==> src/rtl/wcseq.sv <==
// wcseq: block-transfer sequencer that steers an external 8-bit up/down word counter.
// Moore machine: every output decodes from the registered state, data and dir only.
module wcseq #(
    parameter bit AUTOINIT = 1'b0
) (
    input  logic       clk,
    input  logic       resseq,
    input  logic       start,
    input  logic [7:0] count,
    input  logic       dir,
    input  logic       abort,
    input  logic       dreq,
    output logic       dack,
    output logic [7:0] data,
    output logic       plwc,
    output logic       enw,
    output logic       incw,
    output logic       decw,
    output logic       wci,
    input  logic       wco,
    output logic       busy,
    output logic       tc,
    output logic [2:0] o_dbg_state
);

    typedef enum logic [2:0] {
        S_IDLE = 3'd0,
        S_LOAD = 3'd1,
        S_WAIT = 3'd2,
        S_XFER = 3'd3,
        S_DONE = 3'd4
    } state_t;

    state_t     r_state;
    state_t     w_next;
    logic [7:0] r_data;
    logic [7:0] r_base;
    logic       r_dir;
    logic       w_accept;
    logic       w_reload;

    assign w_accept = (r_state == S_IDLE) && start && !abort;
    assign w_reload = (r_state == S_DONE) && AUTOINIT && !abort;

    always_ff @(posedge clk) begin
        if (resseq) begin
            r_state <= S_IDLE;
            r_data  <= 8'h00;
            r_base  <= 8'h00;
            r_dir   <= 1'b0;
        end else begin
            r_state <= w_next;
            if (w_accept) begin
                r_base <= count;
                r_data <= count;
                r_dir  <= dir;
            end else if (w_reload) begin
                r_data <= r_base;
            end
        end
    end

    // abort overrides every transition; wco only matters while a word is in flight
    always_comb begin
        w_next = r_state;
        if (abort) begin
            w_next = S_IDLE;
        end else begin
            case (r_state)
                S_IDLE: if (start) w_next = S_LOAD;
                S_LOAD: w_next = S_WAIT;
                S_WAIT: if (dreq) w_next = S_XFER;
                S_XFER: w_next = wco ? S_WAIT : S_DONE;
                S_DONE: w_next = AUTOINIT ? S_LOAD : S_IDLE;
                default: w_next = S_IDLE;
            endcase
        end
    end

    assign plwc        = (r_state == S_LOAD);
    assign dack        = (r_state == S_XFER);
    assign enw         = (r_state == S_XFER);
    assign incw        = (r_state == S_XFER) && r_dir;
    assign decw        = (r_state == S_XFER) && !r_dir;
    assign tc          = (r_state == S_DONE);
    assign busy        = (r_state != S_IDLE);
    assign wci         = 1'b0;
    assign data        = r_data;
    assign o_dbg_state = r_state;

endmodule

==> config.mk <==
export PLATFORM = sky130hd
export DESIGN_NAME = wcseq
export DESIGN_NICKNAME = d
export VERILOG_FILES = /design/src/rtl/wcseq.sv
export SDC_FILE = /design/constraint.sdc
export NUM_CORES = 1
export LEC_CHECK = 0
export ABC_CLOCK_PERIOD_IN_PS = 1590
export BUFFER_PORTS_ARGS = -buffer_cell sky130_fd_sc_hd__buf_2
export CAP_MARGIN = 20
export CORE_MARGIN = 10
export CORE_UTILIZATION = 41
export CTS_CLUSTER_DIAMETER = 40
export DETAILED_ROUTE_END_ITERATION = 8
export PLACE_DENSITY = 0.76
export SETUP_SLACK_MARGIN = 0.3
export SLEW_MARGIN = 20
export SYNTH_ARGS = -nofsm -noshare
export SYNTH_HDL_FRONTEND = slang
export SYNTH_SLANG_ARGS = --single-unit
==> constraint.sdc <==
create_clock -name clk -period 1.59 [get_ports clk]
set_clock_uncertainty 0.05 [all_clocks]
set_input_delay 0.0795 -clock clk [delete_from_list [all_inputs] [get_ports clk]]
set_output_delay 0.0795 -clock clk [all_outputs]
set_load 0.02 [all_outputs]
=== After elaboration in Yosys (flattened, before gate mapping) ===
Index checks and enable logic that the tools add are counted.

* Flip-flop bits (word level): 12
* Input bits: 15
* Output and inout bits: 19
* Word-level logic and storage cells: 23

* Eq/ne operators: 6
* Mux-type cells: 4
* Reduce and logical (&&, ||, !) cells: 10

{| class="wikitable"
|+ Operators by type and width
! operator !! number
|-
| case mux 3 bit (4 select lines) || 1
|-
| 2-to-1 mux 3 bit || 3
|-
| equality test 3 x 2 -> 1 bit, second input constant || 2
|-
| logical AND 1 bit || 4
|-
| inequality test 2 bit, second input constant || 2
|-
| equality test 3 x 1 -> 1 bit, second input constant || 1
|-
| equality test 3 bit, second input constant || 1
|-
| logical NOT 3 bit || 1
|-
| nonzero test 3 bit || 1
|-
| logical NOT 1 bit || 2
|-
| AND reduction 2 bit || 1
|-
| OR reduction 2 bit || 1
|}

=== Depth between registers and ports, before layout ===
Gate-level depths: netlist (run 1).

* Depth after elaboration: 3
* Mapped depth: 4
* Gate-level depth less buffers: 3

=== Worst setup path after synthesis (run 1) ===
OpenSTA, ideal clock, no wires.

* Path type: reg-to-output
* Start: register r_state[0], in the netlist o_dbg_state[0]
* End: output port incw
* Arrival: 1338 ps
* Data required time: 1461 ps
* Slack: 123 ps
* Stages on the path, launching flop included: 4
* Buffers on the path: 0
* Cell sequence: dfxtp_1 -> nand2_1 -> nor2_1 -> and2_1

* Word-level cells in the longest chain between the ends: 2

{| class="wikitable"
|+ Ends and longest elaborated chain
! item !! RTL line !! text
|-
| start, declared || 34 || <nowiki>state_t r_state;</nowiki>
|-
| start signal, assigned || 52 || <nowiki>r_state <= w_next;</nowiki>
|-
| equality test 3 x 2 -> 1 bit || -- ||
|-
| net dack || 13 || <nowiki>output logic dack,</nowiki>
|-
| logical AND 1 bit || 83 || <nowiki>assign incw = (r_state == S_XFER) && r_dir;</nowiki>
|-
| end, declared || 17 || <nowiki>output logic incw,</nowiki>
|}

The timed path passes the listed nets, and every way through them passes these cells.

=== Worst setup path in the final report (run 1) ===
* Start: register r_state[2], in the netlist o_dbg_state[2]
* End: register r_data[7], in the netlist data[7]

* Word-level cells in the longest chain between the ends: 3

{| class="wikitable"
|+ Ends and longest elaborated chain
! item !! RTL line !! text
|-
| logical NOT 3 bit || 42 || <nowiki>assign w_accept = (r_state == S_IDLE) && start && !abort;</nowiki>
|-
| logical AND 1 bit (2 in a row) || 42 ||
|-
| end signal, assigned || 55 || <nowiki>r_data <= count;</nowiki>
|-
| end signal, assigned || 58 || <nowiki>r_data <= r_base;</nowiki>
|-
| end, declared || 36 || <nowiki>logic [7:0] r_data;</nowiki>
|}

Every way passes these cells.
A chain may end at the register's enable or synchronous reset.

==> summary.md, run 1 <==
| Metric | Value |
|---|---|
| Outcome | completed |
| I/O Pins | 34 |
| Vias | between 500 and 600 |
| Vias in the first global route | ~520 |
| Initial antenna violation count | 0 |
| Die width | approximately 58 um |
| FF-to-FF Start | o_dbg_state[2] |
| CP Max Fanout | 7 |
| Critical path depth | 4 |
| CP endpoint | data[7] |
| Die Y | 57.9 um |
| Routability-driven placement congestion ratio | between 0.7 and 0.8 |
| Final setup vio count | 0 |
| Port Buffers | 32 |
| Filler cells | around 120 |
| Crit Reg-Reg Endpoint | data[7] |
| Synth Warn # | 0 |
| Startpoint types | flip-flop |
| RSZ-0062 raised after global routing | true |
| Top cells by area, synth | dfxtp_1 41%, nand2b_1 19%, mux2i_1 15%, nor3_1 2.5%, buf_4 2.5% |
| Most frequent cells in the layout | 29 x buf_2, 18 x nand2b_1, 9 x mux2i_1, 9 x dfxtp_1, 4 x buf_6 |
| Pwr Total | 615 uW |
| Largest net degree at the start of global routing | 20 |
| Root Buffer | clkbuf_4 |
| Hold WS | ~0.022 ns |
| Max Clk Rate | about 780 MHz |
| Final ANT Viol Nets | 0 |
| Final Max Slew Viols | 0 |
| Final net count | ~110 |
| Post-layout minimum cycle time | around 1.3 ns |
| Kind of critical path | reg -> reg |
| Critical Path AT | between 1 and 1.5 ns |
| CTS tree | yes |
| DPL Wire Length | around 1000 um |
| Starting Density | 0.442 |
| Core area | approximately 1300 um^2 |
| CTS max path bufs | 2 |
| Uppermost routed layer | met3 |
| P per Cell Area | ~700 nW/um^2 |
| Max incr delay on CP | 0.35 ns |
| #FFs+latches synth | 12 |
| VDD IR max | about 0.6 mV |
| Final WL | about 1400 um |
| Post-Layout Inst Area | about 860 um^2 |
| Slowest CP cell | dfxtp_4 |
| Met3 Routed Length | 139 um |
| Yosys top cell area share | 0.408 |
| Setup crit end kind | flip-flop |
| # clock sinks | 12 |
| Worst reg-to-reg path cell count | 4 |
| Bufs and invs on worst path | 2 |
| Leakage | between 0.0004 and 0.0005 uW |
| Clk Latency, worst-skew pair | ~0.26 ns |
| Delay-heaviest family, CP | flip-flops |
| Mapped Nets | 75 |
| Layout cells sized above 1 | 0.521 |
| GR Util All Layers | 0.0808 |
| Clk slew on worst S/H paths | roughly 0.070 ns |
| Setup TNS | 0 ns |
| Detail Route met2 WL | around 600 um |
| P&R area growth vs syn | 45.4% |
| Starting DRT DRC Count | 2 |
| Syn avg cell area | ~9.8 um^2 |
| Drt wl/cell | ~13 um |
| Final hold vios | 0 |
| Synthesized area | a little under 600 um^2 |
| Global-route wire length before repair | approximately 2200 um |
| Die ar. | about 3400 um^2 |
| GR Overflow Total | 0 |
| Tightest Hold Check Type | in -> reg |
| Commonest non-fill, non-tap cell in the layout | buf_2 |
| Post-Route Utilization | 0.643 |
| DR pass1 iterations | 4 |
| Critical-path cell list | buf_6, nor4_4, buf_4, mux2i_1 |
| Placed instance area | between 700 and 800 um^2 |
| # rows | 13 |
| Register area share after synthesis | 0.408 |
| Crit path required time | ~1.7 ns |
| DR DRC count | 0 |
| Final worst-path cycle share | 0.808 |
| R2R setup slack | 0.30 ns |
| Biggest area consumer among synthesized cells | dfxtp_1 |
| Cell variety after synth | 18 |
| H-tree depth | 1 |
| DR vias/cell | 4.53 |
| Worst hold path depth | 3 |
| Total CTS buffers | 3 |
| Synthesized instance count | 60 |
| ANT cells | 0 |
| Critical path startpoint | o_dbg_state[2] |
| Maxcap violations | 0 |
| M1 wire length | roughly 660 um |
cell usage after synthesis (all sizes together):
cell type / n
nor3b: 1
nor3: 3
nor4: 1
clkbuf: 1
nor2: 3
a211oi: 1
nand2b: 19
mux2i: 9
or3: 2
and2: 2
nand2: 2
buf: 3
conb: 1
dfxtp: 12
power by group:
group          leakage [uW]  internal, uW  switching [uW]
combinational      0.000289          61.2            60.6
sequential         0.000100           310            8.40
clock             0.0000138          87.2            87.2
worst min path at each step:
stage / start / endpoint / slack [ns]
final: dreq / o_dbg_state[0] / 0.02
after global routing: count[4] / data[4] / 0.02
after CTS: dreq / o_dbg_state[0] / 0.01
after detailed placement: wco / o_dbg_state[2] / 0.22
after global placement: wco / o_dbg_state[2] / 0.22
after floorplan: wco / o_dbg_state[2] / 0.11
sequential cells by signal (all words and copies together), names as in the netlist:
register,count
data,8
o_dbg_state,3
r_dir,1
per-stage QoR:
stage / std cells / setup slack [ns]
after floorplan: 60 / 0.295
after global placement: 104 / 0.373
after detailed placement: 104 / 0.355
after CTS: 110 / 0.266
after global routing: 111 / 0.240
final: 111 / 0.305
worst register-to-register path, stage by stage, from the launching register on:
cell     delay (ns)
dfxtp_4        0.35
buf_6          0.13
nor4_4         0.32
buf_4          0.21
mux2i_1        0.17
logic make-up (layout without fill, tap and decap cells):
family | Yosys count | after routing | share of synthesized area
AOI/OAI and AO/OA | 1 | 1 | 0.0212
other | 1 | 1 | 0.00636
and+or+nand+nor | 33 | 33 | 0.361
buffers and inverters | 4 | 40 | 0.0509
muxes | 9 | 9 | 0.153
DFF | 12 | 12 | 0.408
area by class of cell:
class,count,area [um^2],area share
tap,15,18.8,0.0219
multi-input combinational,44,342,0.399
sequential,12,251,0.293
timing repair buffer,37,223,0.260
clock buffer,3,22.5,0.0263
timing repair:
action	4_1_cts	5_1_grt
gates cloned	0	1
setup buffers	2	0
endpoints found under the hold margin	1	0
setup endpoints to repair	3	12
hold buffers	1	0
pin swaps	0	0
gates resized for setup	8	9
metal layers:
metal	GRT usage	up-vias
met5	0	-
met4	0.0302	0
met3	0.0501	0
met2	0.117	22
met1	0.0941	214
li1	-	267
No activity file was read; power rests on OpenSTA's default activity.
==> inputs of run 2 (changes only) <==
ABC_CLOCK_PERIOD_IN_PS = 1200   (was 1590)
clock period = 1.2 ns   (was 1.59 ns; I/O delays follow)
==> summary.md, run 2 (synthesis gave the netlist of run 1 again) <==
| Metric | Value |
|---|---|
| Largest net degree at the start of global routing | 19 (was 20) |
| Final Max Slew Viols | 0 (unchanged) |
| Worst reg-to-reg path cell count | 4 (unchanged) |
| VDD IR max | 0.881 mV (was 0.595 mV) |
| Slowest CP cell | dfxtp_4 (unchanged) |
| Core area | 1330 um^2 (unchanged) |
| Switch share | 0.263 (was 0.254) |
| Drt wl/cell | 15.1 um (was 12.7 um) |
| R2R setup slack | -0.08 ns (was 0.30 ns) |
| GR Util All Layers | 0.111 (was 0.0808) |
| Routability-driven placement congestion ratio | 0.765 (was 0.727) |
| Final setup vio count | 15 (was 0) |
| Max reg flops | 8 (unchanged) |
| CTS max path bufs | 2 (unchanged) |
| Vias in the first global route | 654 (was 518) |
| Crit Reg-Reg Endpoint | data[6] (was data[7]) |
| RSZ-0062 raised after global routing | true (unchanged) |
| FF-to-FF Start | o_dbg_state[0] (was o_dbg_state[2]) |
| Kind of critical path | reg -> reg (unchanged) |
| GR Overflow Total | 0 (unchanged) |
| ANT cells | 0 (unchanged) |
| Clk slew on worst S/H paths | 0.07 ns (about the same) |
| Critical path depth | 4 (unchanged) |
| Starting Density | 0.442 (unchanged) |
| Outcome | finished, violations left (was completed) |
| Final ANT Viol Nets | 0 (unchanged) |
| Die width | 57.9 um (unchanged) |
| Die ar. | 3350 um^2 (unchanged) |
| Final net count | 130 (was 113) |
| Leakage | 0.000513 uW (was 0.000403 uW) |
| Failing checks | negative setup slack |
| Vias | 599 (was 503) |
| P&R area growth vs syn | 90.7% (was 45.4%) |
| DR DRC count | 0 (unchanged) |
| Clk Latency, worst-skew pair | 0.27 ns (was 0.26 ns) |
| CTS tree | yes (unchanged) |
| Initial antenna violation count | 0 (unchanged) |
| Max incr delay on CP | 0.36 ns (was 0.35 ns) |
| Max Clk Rate | 781 MHz (was 778 MHz) |
| Delay-heaviest family, CP | flip-flops (unchanged) |
| I/O Pins | 34 (unchanged) |
| Dpl ws | 0.0341 ns (was 0.355 ns) |
| Final hold vios | 0 (unchanged) |
| Port Buffers | 32 (unchanged) |
| P per Cell Area | 800 nW/um^2 (was 718 nW/um^2) |
| P_int | 663 uW (was 459 uW) |
| Crit path required time | 1.34 ns (was 1.73 ns) |
| Root Buffer | clkbuf_4 (unchanged) |
| Critical-path cell list | buf_6, nor4_4, buf_4, mux2i_1 (unchanged) |
| Clock share of power | 0.287 (was 0.284) |
| Starting DRT DRC Count | 8 (was 2) |
| Filler cells | 68 (was 119) |
| Setup crit end kind | flip-flop (unchanged) |
| CP Max Fanout | 5 (was 7) |
| DR pass1 iterations | 3 (was 4) |
| Worst setup margin | -0.0811 ns (was 0.305 ns) |
| Post-Route Utilization | 0.842 (was 0.643) |
| DR vias/cell | 4.64 (was 4.53) |
| Worst hold path depth | 3 (unchanged) |
| Most frequent cells in the layout | 18 x nand2b_1, 17 x buf_4, 15 x buf_2 (was 29 x buf_2, 18 x nand2b_1, 9 x mux2i_1, 9 x dfxtp_1, 4 x buf_6) |
| Total CTS buffers | 3 (unchanged) |
| Placed instance area | 802 um^2 (was 754 um^2) |
| Hold path startpoint | count[7] (was dreq) |
| Critical Path AT | 1.43 ns (about the same) |
| Hold WS | 0.00573 ns (was 0.0225 ns) |
| # clock sinks | 12 (unchanged) |
| Final WL | 1950 um (was 1410 um) |
| Bufs and invs on worst path | 2 (unchanged) |
| Final worst-path cycle share | 1.07 (was 0.808) |
| Global-route wire length before repair | 2950 um (was 2240 um) |
| Post-Layout Inst Area | 1120 um^2 (was 857 um^2) |
| H-tree depth | 1 (unchanged) |
| Pwr Total | 899 uW (was 615 uW) |
| Combinational power share | 0.238 (was 0.198) |
| Die Y | 57.9 um (unchanged) |
| Post-layout minimum cycle time | 1.28 ns (was 1.29 ns) |
| Tightest Hold Check Type | in -> reg (unchanged) |
| WHS Endpoint | data[7] (was o_dbg_state[0]) |
| Flop pwr share | 0.475 (was 0.518) |
| Layout cells sized above 1 | 0.614 (was 0.521) |
| # rows | 13 (unchanged) |
| Switch Pwr | 236 uW (was 156 uW) |
| Startpoint types | flip-flop (unchanged) |
| Maxcap violations | 0 (unchanged) |
| DPL Wire Length | 1160 um (was 1050 um) |
| Commonest non-fill, non-tap cell in the layout | nand2b_1 (was buf_2) |
-- run 2: cell types whose count changed in the layout (fill, tap and decap cells not counted), sizes merged --
cell	delta
dlygate4sd3	+9
buf	+8
clkbuf	+1
-- run 2: worst max path at each step --
| stage | start | end | slack, ns |
|---|---|---|---|
| floorplan | o_dbg_state[1] | data[0] | 0.08 |
| global placement | o_dbg_state[1] | data[7] | 0.07 |
| detailed placement | o_dbg_state[1] | data[0] | 0.03 |
| CTS | o_dbg_state[0] | data[6] | -0.09 |
| global route | o_dbg_state[1] | incw | -0.13 |
| finish | o_dbg_state[0] | data[6] | -0.08 |
-- run 2: stage by stage --
stage	TNS [ns]	cells
2_1_floorplan	0	60
3_3_place_gp	0	106
3_5_place_dp	0	106
4_1_cts	-0.762	124
5_1_grt	-1.54	129
6_report	-0.761	129
-- run 2: layout make-up --
type                    instances  area [um^2]  share of cell area
multi-input cells              44          378               0.336
flip-flops and latches         12          259               0.231
well taps                      15         18.8              0.0167
repair buffers                 54          442               0.393
clock buffers                   4         26.3              0.0234
-- run 2: worst reg2reg max path, delay by kind of cell, from the launching register on --
family | cells | cell delay (ns)
DFF | 1 | 0.36
buffers and inverters | 2 | 0.33
and+or+nand+nor | 1 | 0.26
muxes | 1 | 0.19
-- run 2: timing repair --
action	4_1_cts	5_1_grt
endpoints found under the setup margin	24	30
gates resized for setup	24	20
pin swaps	2	2
hold buffers	10	0
endpoints found under the hold margin	10	0
buffers inserted	4	5
-- run 2: routing by layer --
metal | global-route usage | routed length, um
met2 | 0.210 | 1060
met1 | 0.100 | 752
met3 | 0.0566 | 117
met5 | 0 | 0
met4 | 0.0302 | 18
-- run 2: power groups by stage --
| stage | Clock, uW | Sequential, uW | Combinational [uW] |
|---|---|---|---|
| 6_report | 258 | 427 | 214 |
| 5_1_grt | 284 | 429 | 232 |
| 3_5_place_dp | 0 | 434 | 153 |
| 2_1_floorplan | 0 | 453 | 75.7 |
| 3_3_place_gp | 0 | 433 | 150 |
| 4_1_cts | 273 | 424 | 199 |
==> inputs of run 3 (changes only) <==
HOLD_SLACK_MARGIN = 0.02   (was default)
==> summary.md, run 3 (synthesis gave the netlist of run 1 again) <==
| Metric | Value |
|---|---|
| # clock sinks | 12 (unchanged) |
| Critical Path AT | 1.43 ns (about the same) |
| Maxcap violations | 0 (unchanged) |
| Final Max Slew Viols | 0 (unchanged) |
| Crit Reg-Reg Endpoint | data[6] (unchanged) |
| I/O Pins | 34 (unchanged) |
| Switch Pwr | 237 uW (was 236 uW) |
| R2R setup slack | -0.08 ns (about the same) |
| ANT cells | 0 (unchanged) |
| Flop pwr share | 0.474 (was 0.475) |
| Leakage | 0.000517 uW (was 0.000513 uW) |
| Switch share | 0.263 (about the same) |
| CP endpoint | data[6] (unchanged) |
| CP Max Fanout | 5 (unchanged) |
| Storage element area | 259 um^2 (unchanged) |
| DR vias/cell | 4.60 (was 4.64) |
| Grt met3 use | 0.0566 (unchanged) |
| CTS tree | yes (unchanged) |
| Drt wl/cell | 15.0 um (was 15.1 um) |
| Hold path startpoint | start (was count[7]) |
| Outcome | finished, violations left (unchanged) |
| Starting DRT DRC Count | 8 (unchanged) |
| GR Util All Layers | 0.111 (unchanged) |
| Final WL | 1950 um (about the same) |
| Post-Route Utilization | 0.848 (was 0.842) |
| Kind of critical path | reg -> reg (unchanged) |
| Max Clk Rate | 781 MHz (about the same) |
| P&R area growth vs syn | 91.9% (was 90.7%) |
| Largest net degree at the start of global routing | 19 (unchanged) |
| Root Buffer | clkbuf_4 (unchanged) |
| DPL Wire Length | 1160 um (unchanged) |
| Clk slew on worst S/H paths | 0.07 ns (about the same) |
| CTS Hold Buffers Added | 11 (was 10) |
| Port Buffers | 32 (unchanged) |
| Post-Layout Cell Count | 130 (was 129) |
| Initial antenna violation count | 0 (unchanged) |
| Global-route wire length before repair | 2950 um (unchanged) |
| Most frequent cells in the layout | 18 x nand2b_1, 16 x buf_2, 16 x buf_4 (was 18 x nand2b_1, 17 x buf_4, 15 x buf_2) |
| Final ANT Viol Nets | 0 (unchanged) |
| P_int | 664 uW (was 663 uW) |
| P per Cell Area | 797 nW/um^2 (was 800 nW/um^2) |
| Grt met1 use | 0.100 (unchanged) |
| Critical path startpoint | o_dbg_state[0] (unchanged) |
| Layout cells sized above 1 | 0.609 (was 0.614) |
| Post-Place Cells | 106 (unchanged) |
| Startpoint types | flip-flop (unchanged) |
| H-tree depth | 1 (unchanged) |
| Worst reg-to-reg path cell count | 4 (unchanged) |
| Gr busiest metal | met2 (unchanged) |
| FF-to-FF Start | o_dbg_state[0] (unchanged) |
| Die Y | 57.9 um (unchanged) |
| Die width | 57.9 um (unchanged) |
| Hold WS | 0.0198 ns (was 0.00573 ns) |
| Starting Density | 0.442 (unchanged) |
| DR pass1 iterations | 4 (was 3) |
| RSZ-0062 raised after global routing | true (unchanged) |
| Total CTS buffers | 3 (unchanged) |
| Max reg flops | 8 (unchanged) |
| Final net count | 131 (was 130) |
| Worst setup margin | -0.0811 ns (about the same) |
| Die ar. | 3350 um^2 (unchanged) |
| Final worst-path cycle share | 1.07 (about the same) |
| Crit path required time | 1.34 ns (about the same) |
| DR DRC count | 0 (unchanged) |
| Pwr Total | 901 uW (was 899 uW) |
| Tightest Hold Check Type | in -> reg (unchanged) |
| Setup crit end kind | flip-flop (unchanged) |
| GR Overflow Total | 0 (unchanged) |
| Failing checks | negative setup slack (unchanged) |
| Combinational power share | 0.240 (was 0.238) |
| Vias in the first global route | 654 (unchanged) |
| Routability-driven placement congestion ratio | 0.765 (unchanged) |
| Clock share of power | 0.287 (about the same) |
| Post-layout minimum cycle time | 1.28 ns (about the same) |
| Met2 GRT Util | 0.210 (unchanged) |
| Final setup vio count | 15 (unchanged) |
| Commonest non-fill, non-tap cell in the layout | nand2b_1 (unchanged) |
| Filler cells | 66 (was 68) |
| VDD IR max | 0.894 mV (was 0.881 mV) |
| Vias | 598 (was 599) |
| Core area | 1330 um^2 (unchanged) |
| CTS max path bufs | 2 (unchanged) |
| # rows | 13 (unchanged) |
| Clk Latency, worst-skew pair | 0.27 ns (about the same) |
| Final hold vios | 0 (unchanged) |
| Dpl ws | 0.0341 ns (unchanged) |
| Multi-input logic area | 378 um^2 (unchanged) |
==> run 3: changes by cell type in the layout (fill, tap and decap cells not counted) <==
| cell | previous run | this run |
|---|---|---|
| buf_2 | 15 | 16 |
| buf_4 | 17 | 16 |
| dlygate4sd3_1 | 10 | 11 |
==> run 3: per-layer routing <==
layer,part of all wire,up-vias
met3,0.060,2
li1,-,304
met4,0.0087,0
met2,0.55,24
met5,0,-
met1,0.38,268
==> run 3: final cells by class <==
type | count | share of cell area
tap | 15 | 0.0166
multi-input combinational | 44 | 0.334
sequential | 12 | 0.229
clock buffer | 4 | 0.0232
timing repair buffer | 55 | 0.397
==> run 3: stage by stage <==
| stage | cell area (um^2) | TNS (ns) |
|---|---|---|
| after floorplan | 631 | 0 |
| after global placement | 802 | 0 |
| after detailed placement | 802 | 0 |
| after CTS | 1040 | -0.762 |
| after global routing | 1130 | -1.54 |
| final | 1130 | -0.760 |
==> run 3: critical path, stage by stage, from the launching register on <==
cell,delay (ns)
dfxtp_4,0.36
buf_6,0.13
nor4_4,0.26
buf_4,0.20
mux2i_1,0.19
==> run 3: how the worst min path moves through the flow <==
stage                endpoint  slack (ns)  depth (start not counted)
3_5_place_dp   o_dbg_state[2]        0.18                          2
6_report       o_dbg_state[0]        0.02                          3
3_3_place_gp   o_dbg_state[2]        0.18                          2
2_1_floorplan  o_dbg_state[2]        0.08                          1
4_1_cts        o_dbg_state[0]       0.002                          3
5_1_grt        o_dbg_state[0]        0.02                          3
==> run 3: power by group through the flow <==
stage	Combinational (uW)	Clock (uW)	Sequential [uW]
2_1_floorplan	75.7	0	453
3_3_place_gp	150	0	433
3_5_place_dp	153	0	434
4_1_cts	202	273	424
5_1_grt	233	284	429
6_report	216	258	427
==> run 3: what timing repair did <==
item                                    CTS  global route
gates cloned                              0             0
endpoints found under the setup margin   24            29
buffers inserted                          4             5
endpoints found under the hold margin    11             1
pin swaps                                 2             2
gates resized for setup                  24            19
